[config.mk]
export PLATFORM = sky130hd
export DESIGN_NAME = io_timer_bank
export DESIGN_NICKNAME = d
export VERILOG_FILES = /design/src/rtl/io_timer_bank_pkg.sv /design/src/rtl/io_timer_bank_timer_channel.sv /design/src/rtl/io_timer_bank.sv
export SDC_FILE = /design/constraint.sdc
export NUM_CORES = 1
export LEC_CHECK = 0
export ABC_CLOCK_PERIOD_IN_PS = 2700
export CAP_MARGIN = 20
export CORE_UTILIZATION = 57
export DETAILED_ROUTE_END_ITERATION = 16
export PLACE_DENSITY = 0.89
export SLEW_MARGIN = 5
export SYNTH_ARGS = -nofsm -noshare
export SYNTH_HDL_FRONTEND = slang
export SYNTH_SLANG_ARGS = --single-unit
[constraint.sdc]
create_clock -name clk -period 2.7 [get_ports clk]
set_input_delay 0.405 -clock clk [delete_from_list [all_inputs] [get_ports clk]]
set_output_delay 0.405 -clock clk [all_outputs]
set_load 0.005 [all_outputs]
[src/rtl/io_timer_bank_pkg.sv]
// io_timer_bank_pkg: constants and types shared by the timer bank RTL and its bench.
//   - register offsets within a channel window (io_addr[1:0])
//   - CTRL / STATUS bit positions
//   - maximum channel count addressable through io_addr[3:2]
package io_timer_bank_pkg;

  localparam int NCH_MAX = 4;

  localparam logic [1:0] REG_COUNT  = 2'd0;
  localparam logic [1:0] REG_RELOAD = 2'd1;
  localparam logic [1:0] REG_CTRL   = 2'd2;
  localparam logic [1:0] REG_STATUS = 2'd3;

  localparam int CTRL_EN      = 0;
  localparam int CTRL_ONESHOT = 1;
  localparam int CTRL_IE      = 2;
  localparam int CTRL_W       = 3;

  localparam int STATUS_PEND  = 0;

  // Field order matches the CTRL bit positions above (ie = bit 2 ... en = bit 0).
  typedef struct packed {
    logic ie;
    logic oneshot;
    logic en;
  } ctrl_t;

  // Per-channel decoded write strobes.
  typedef struct packed {
    logic count;
    logic reload;
    logic ctrl;
    logic status;
  } chan_wr_t;

endpackage

[src/rtl/io_timer_bank_timer_channel.sv]
// timer_channel: one timer channel of io_timer_bank (COUNT/RELOAD/CTRL/PEND).
// Ports:
//   clk, reset      clock, asynchronous active-high reset
//   tick            shared prescaler tick (one cycle wide)
//   wr              decoded write strobes for this channel
//   wdata           write data, already truncated to WIDTH
//   count, reload   counter and reload value
//   ctrl            {ie, oneshot, en}
//   pend            overflow pending flag
module timer_channel
  import io_timer_bank_pkg::*;
#(
  parameter int WIDTH = 16
) (
  input  logic             clk,
  input  logic             reset,
  input  logic             tick,
  input  chan_wr_t         wr,
  input  logic [WIDTH-1:0] wdata,
  output logic [WIDTH-1:0] count,
  output logic [WIDTH-1:0] reload,
  output ctrl_t            ctrl,
  output logic             pend
);

  logic adv;
  logic ovf;

  assign adv = tick & ctrl.en;
  // A COUNT write in the same cycle suppresses the overflow entirely.
  assign ovf = adv & (&count) & ~wr.count;

  always_ff @(posedge clk or posedge reset) begin
    if (reset) begin
      count <= '0;
    end else if (wr.count) begin
      count <= wdata;
    end else if (adv) begin
      count <= (&count) ? reload : count + 1'b1;
    end
  end

  // RELOAD never touches COUNT; it is only sampled at the next overflow.
  always_ff @(posedge clk or posedge reset) begin
    if (reset) reload <= '0;
    else if (wr.reload) reload <= wdata;
  end

  // A CTRL write wins over the one-shot EN clear of a coincident overflow.
  always_ff @(posedge clk or posedge reset) begin
    if (reset) begin
      ctrl <= '0;
    end else if (wr.ctrl) begin
      ctrl <= ctrl_t'(wdata[CTRL_W-1:0]);
    end else if (ovf && ctrl.oneshot) begin
      ctrl.en <= 1'b0;
    end
  end

  // Set beats write-1-to-clear.
  always_ff @(posedge clk or posedge reset) begin
    if (reset) pend <= 1'b0;
    else if (ovf) pend <= 1'b1;
    else if (wr.status && wdata[STATUS_PEND]) pend <= 1'b0;
  end

endmodule

[src/rtl/io_timer_bank.sv]
// io_timer_bank: bank of NCH up-counting timers on the CPU IO bus.
// Address map: io_addr[BASE_BIT] selects the block, io_addr[3:2] the channel,
// io_addr[1:0] the register (COUNT, RELOAD, CTRL, STATUS).
// Ports:
//   clk, reset   clock, asynchronous active-high reset
//   io_rd        read strobe (reads are side-effect free, so unused)
//   io_wr        write strobe
//   io_addr      IO address
//   io_dout      CPU write data
//   io_din       combinational read data, 0 when not selected (OR-mergeable)
//   irq          registered OR of PEND & IE over all channels
module io_timer_bank
  import io_timer_bank_pkg::*;
#(
  parameter int NCH      = 2,
  parameter int WIDTH    = 16,
  parameter int DIV      = 1,
  parameter int BASE_BIT = 14
) (
  input  logic        clk,
  input  logic        reset,
  input  logic        io_rd,
  input  logic        io_wr,
  input  logic [15:0] io_addr,
  input  logic [15:0] io_dout,
  output logic [15:0] io_din,
  output logic        irq
);

  localparam int             PW   = (DIV > 1) ? $clog2(DIV) : 1;
  localparam logic [PW-1:0]  PMAX = PW'(DIV - 1);

  logic                        sel;
  logic [1:0]                  ch;
  logic [1:0]                  rsel;
  logic                        tick;
  logic [PW-1:0]               pcnt;
  logic [NCH-1:0][WIDTH-1:0]   count_q;
  logic [NCH-1:0][WIDTH-1:0]   reload_q;
  ctrl_t [NCH-1:0]             ctrl_q;
  logic [NCH-1:0]              pend_q;
  logic [NCH-1:0]              ie_q;
  chan_wr_t [NCH-1:0]          wr_v;
  logic                        unused;

  assign sel    = io_addr[BASE_BIT];
  assign ch     = io_addr[3:2];
  assign rsel   = io_addr[1:0];
  assign unused = ^{io_rd, io_addr, io_dout};

  // Prescaler: counts 0..DIV-1, tick on the terminal value, so the first
  // tick after reset lands DIV cycles later (every cycle when DIV == 1).
  assign tick = (pcnt == PMAX);

  always_ff @(posedge clk or posedge reset) begin
    if (reset) pcnt <= '0;
    else if (tick) pcnt <= '0;
    else pcnt <= pcnt + 1'b1;
  end

  for (genvar i = 0; i < NCH; i++) begin : g_ch
    logic hit;
    assign hit           = io_wr & sel & (ch == 2'(i));
    assign wr_v[i].count  = hit & (rsel == REG_COUNT);
    assign wr_v[i].reload = hit & (rsel == REG_RELOAD);
    assign wr_v[i].ctrl   = hit & (rsel == REG_CTRL);
    assign wr_v[i].status = hit & (rsel == REG_STATUS);
    assign ie_q[i]        = ctrl_q[i].ie;

    timer_channel #(.WIDTH(WIDTH)) u_ch (
      .clk    (clk),
      .reset  (reset),
      .tick   (tick),
      .wr     (wr_v[i]),
      .wdata  (io_dout[WIDTH-1:0]),
      .count  (count_q[i]),
      .reload (reload_q[i]),
      .ctrl   (ctrl_q[i]),
      .pend   (pend_q[i])
    );
  end

  // Channel indices >= NCH never match, so they read 0.
  always_comb begin
    io_din = '0;
    if (sel) begin
      for (int i = 0; i < NCH; i++) begin
        if (ch == 2'(i)) begin
          case (rsel)
            REG_COUNT:  io_din = 16'(count_q[i]);
            REG_RELOAD: io_din = 16'(reload_q[i]);
            REG_CTRL:   io_din = 16'(ctrl_q[i]);
            default:    io_din = 16'(pend_q[i]);
          endcase
        end
      end
    end
  end

  always_ff @(posedge clk or posedge reset) begin
    if (reset) irq <= 1'b0;
    else irq <= |(pend_q & ie_q);
  end

endmodule

==> flow_summary.toml <==
[run_status]
outcome = "complete, no violations"

[synth]
synth_seq_cells = 73
ys.flop_type = "dfrtp_1"
synth_top_area_share_pct = 39.7
synthTopCellsByCount = "73 x dfrtp_1, 47 x mux2i_1, 39 x mux2_2"
netlist_area_um2 = 4600
synth_nets = 510
synth_edf_count = 0
synthArstFlopShare_pct = 100
syn_area_per_cell_um2 = 9.75
synth_area_leaders = "dfrtp_1 40%, mux2i_1 10%, mux2_2 9.5%, o21ai_0 3.5%, a21oi_1 3.0%"
synth_area_leader_cell = "dfrtp_1"
ys_types = 53
yosysMostFrequentCell = "dfrtp_1"
yosysSeqAreaShare_pct = 39.7
syn_inst = 472
yosysWarningCount = 0

[worst_setup_path]
critPathLaunchType = "primary input"
path_cells = "clkdlybuf4s50_1 -> buf_4 -> buf_4 -> mux4_2 -> mux2i_1 -> nor2_1 -> clkdlybuf4s50_1"
reg2reg_to = "g_ch[1].u_ch.count[0]$_DFFE_PP0P_"
slowest_delay_ns = 0.50
regToRegSetupSlack_ns = 0.41
rr_worst_depth = 6
worstReg2RegStart = "g_ch[1].u_ch.count[0]$_DFFE_PP0P_"
crit_arrival_ns = 2.24
crit_fanout = 7
crit_path_end_kind = "output pin"
required_ns = 2.30
cpMaxStageDelayCell = "clkdlybuf4s50_1"
critPathKind = "primary input to output pin"

[power_and_ir_drop]
p_per_area_nw_per_um2 = 697
p_total_w = 0.00373
peakVddDrop_uv = 492
p_leak_nw = 2.24

[cells_and_area]
drive_above_1_share_pct = 18.1
finish.utilization_pct = 68.9
stdcell_area_um2 = 5350
area_growth_pct = 16.3
nets = 547
antenna_cells = 0

[place]
dp_hpwl_um = 8800
place_ws_ns = -0.0185
port_buffers = 40
dpl_cell_area_um2 = 5150
place_congestion = 0.948

[clocking]
cts_sinks = 73
cts.htree.levels = 3
post_cts_buffers = 0
numCtsBuffers = 9
clk_pin_slew_worst_paths_ns = 0.07
root_buffer = "clkbuf_8"
cts_tree = "built"
clk_path_buf_depth = 2
clk_latency_ns = 0.37

[grt]
grt_max_degree = 74
grt_pass1_vias = 4041
overflow = 0
antenna_found_initial = 0
grt_pass1_wl_um = 20400
grtUsageTotal_pct = 31.7

[timing]
max_freq_mhz = 378
rsz0062_at_grt = "no"
finalSetupViolations = 0
relSlewSlack_pct = 66.9
hold_viol = 0
fin_crit_sh_pct = 98.0
tightest_slew_ns = 0.495
fin_skew_ns = 0.00731
finalWorstSetupSlack_ns = 0.0551
slew_violations = 0
setup-tns-final_ns = 0
min_period_ns = 2.64

[route]
ant_nets = 0
wl_um = 12700
drt-vias-per-instance = 6.61
drtIter0Drc = 456
wire_per_inst_um = 20.7
drc_errors = 0
firstDrtPassIters = 5
routed-via-count = 4067

[die]
dieWidth_um = 91.8
rows = 32
die_h_um = 91.8
initial_core_util_pct = 59.2
ios = 53
dieArea_um2 = 8430
core-area_um2 = 7770

[job]
drv_cap = 0

[min_path]
hold_class = "primary input to asynchronous set/reset pin"
[worst max path at each step]
stage,startpoint,endpoint,cells past startpoint
floorplan,reset,g_ch[0].u_ch.count[0]$_DFFE_PP0P_,1
global route,io_addr[1],io_din[7],7
detailed placement,io_addr[3],io_din[5],5
finish,io_addr[1],io_din[0],7
global placement,io_addr[3],io_din[5],5
CTS,io_addr[2],io_din[5],6
[through the flow]
step	std cells	hold WS (ns)
final	615	0.430
after global routing	615	0.498
after CTS	615	0.461
after detailed placement	600	0.499
after global placement	600	0.489
after floorplan	472	0.467
[sequential cells by signal (all words and copies together) (netlist names)]
| signal | count |
|---|---|
| g_ch.u_ch.count | 32 |
| g_ch.u_ch.reload | 32 |
| g_ch.u_ch.ctrl | 6 |
| g_ch.u_ch.pend | 2 |
| irq | 1 |
[repair_timing]
item                                    4_1_cts  5_1_grt
endpoints found under the setup margin        1        8
resized for setup                             2        3
hold buffers                                  0        0
[cell families after synthesis]
kind of cell | Yosys count | synth area share, %
AND/OR/NAND/NOR | 149 | 18.2
AO/OA/AOI/OAI | 97 | 12.4
multiplexers | 88 | 20.8
flip-flops | 73 | 39.7
buffers and inverters | 41 | 4.27
XOR/XNOR | 22 | 4.19
adder cells (fa/ha/maj) | 2 | 0.544
[routing by layer]
metal | part of all wire [%] | routed length [um] | global-route usage [%] | up-vias
li1 | - | - | - | 1802
met2 | 48 | 6140 | 50.2 | 250
met4 | 3.6 | 465 | 14.1 | 0
met3 | 7.8 | 998 | 6.97 | 45
met5 | 0 | 0 | 0 | -
met1 | 40 | 5140 | 41.6 | 1970
[area by class of cell]
class,instances,area [um2]
Fill cell,604,2420
Inverter,6,22.5
Sequential cell,73,1830
Clock buffer,12,165
Tap cell,102,128
Clock inverter,3,15.0
Multi-Input combinational cell,358,2600
Timing Repair Buffer,61,591
[worst max-delay path: cells and delay by family]
| family | cells | cell delay, ns |
|---|---|---|
| buffers and inverters | 4 | 1.30 |
| multiplexers | 2 | 0.45 |
| AND/OR/NAND/NOR | 1 | 0.08 |
[layout by cell type (no fill, tap or decap), drive strengths merged, types with 3 or more instances in the layout]
cell	n
a31oi	3
a21oi	29
buf	22
xor2	9
nand2	31
nand4	15
nand3b	3
a211oi	8
inv	6
nor2	31
nand3	11
clkdlybuf4s50	39
or3	5
clkinv	3
clkbuf	12
and3	10
o211ai	4
nor3	9
mux2i	47
nor4	3
and2	9
and4	6
nor3b	9
mux2	39
dfrtp	73
xnor2	13
o21ai	33
o22ai	11
[power breakdown]
part | switching [W] | internal, W
Clock | 0.000413 | 0.000399
Combinational | 0.000567 | 0.000570
Sequential | 0.000399 | 0.00138
Total | 0.00138 | 0.00235
No activity file was read; power rests on OpenSTA's default activity.
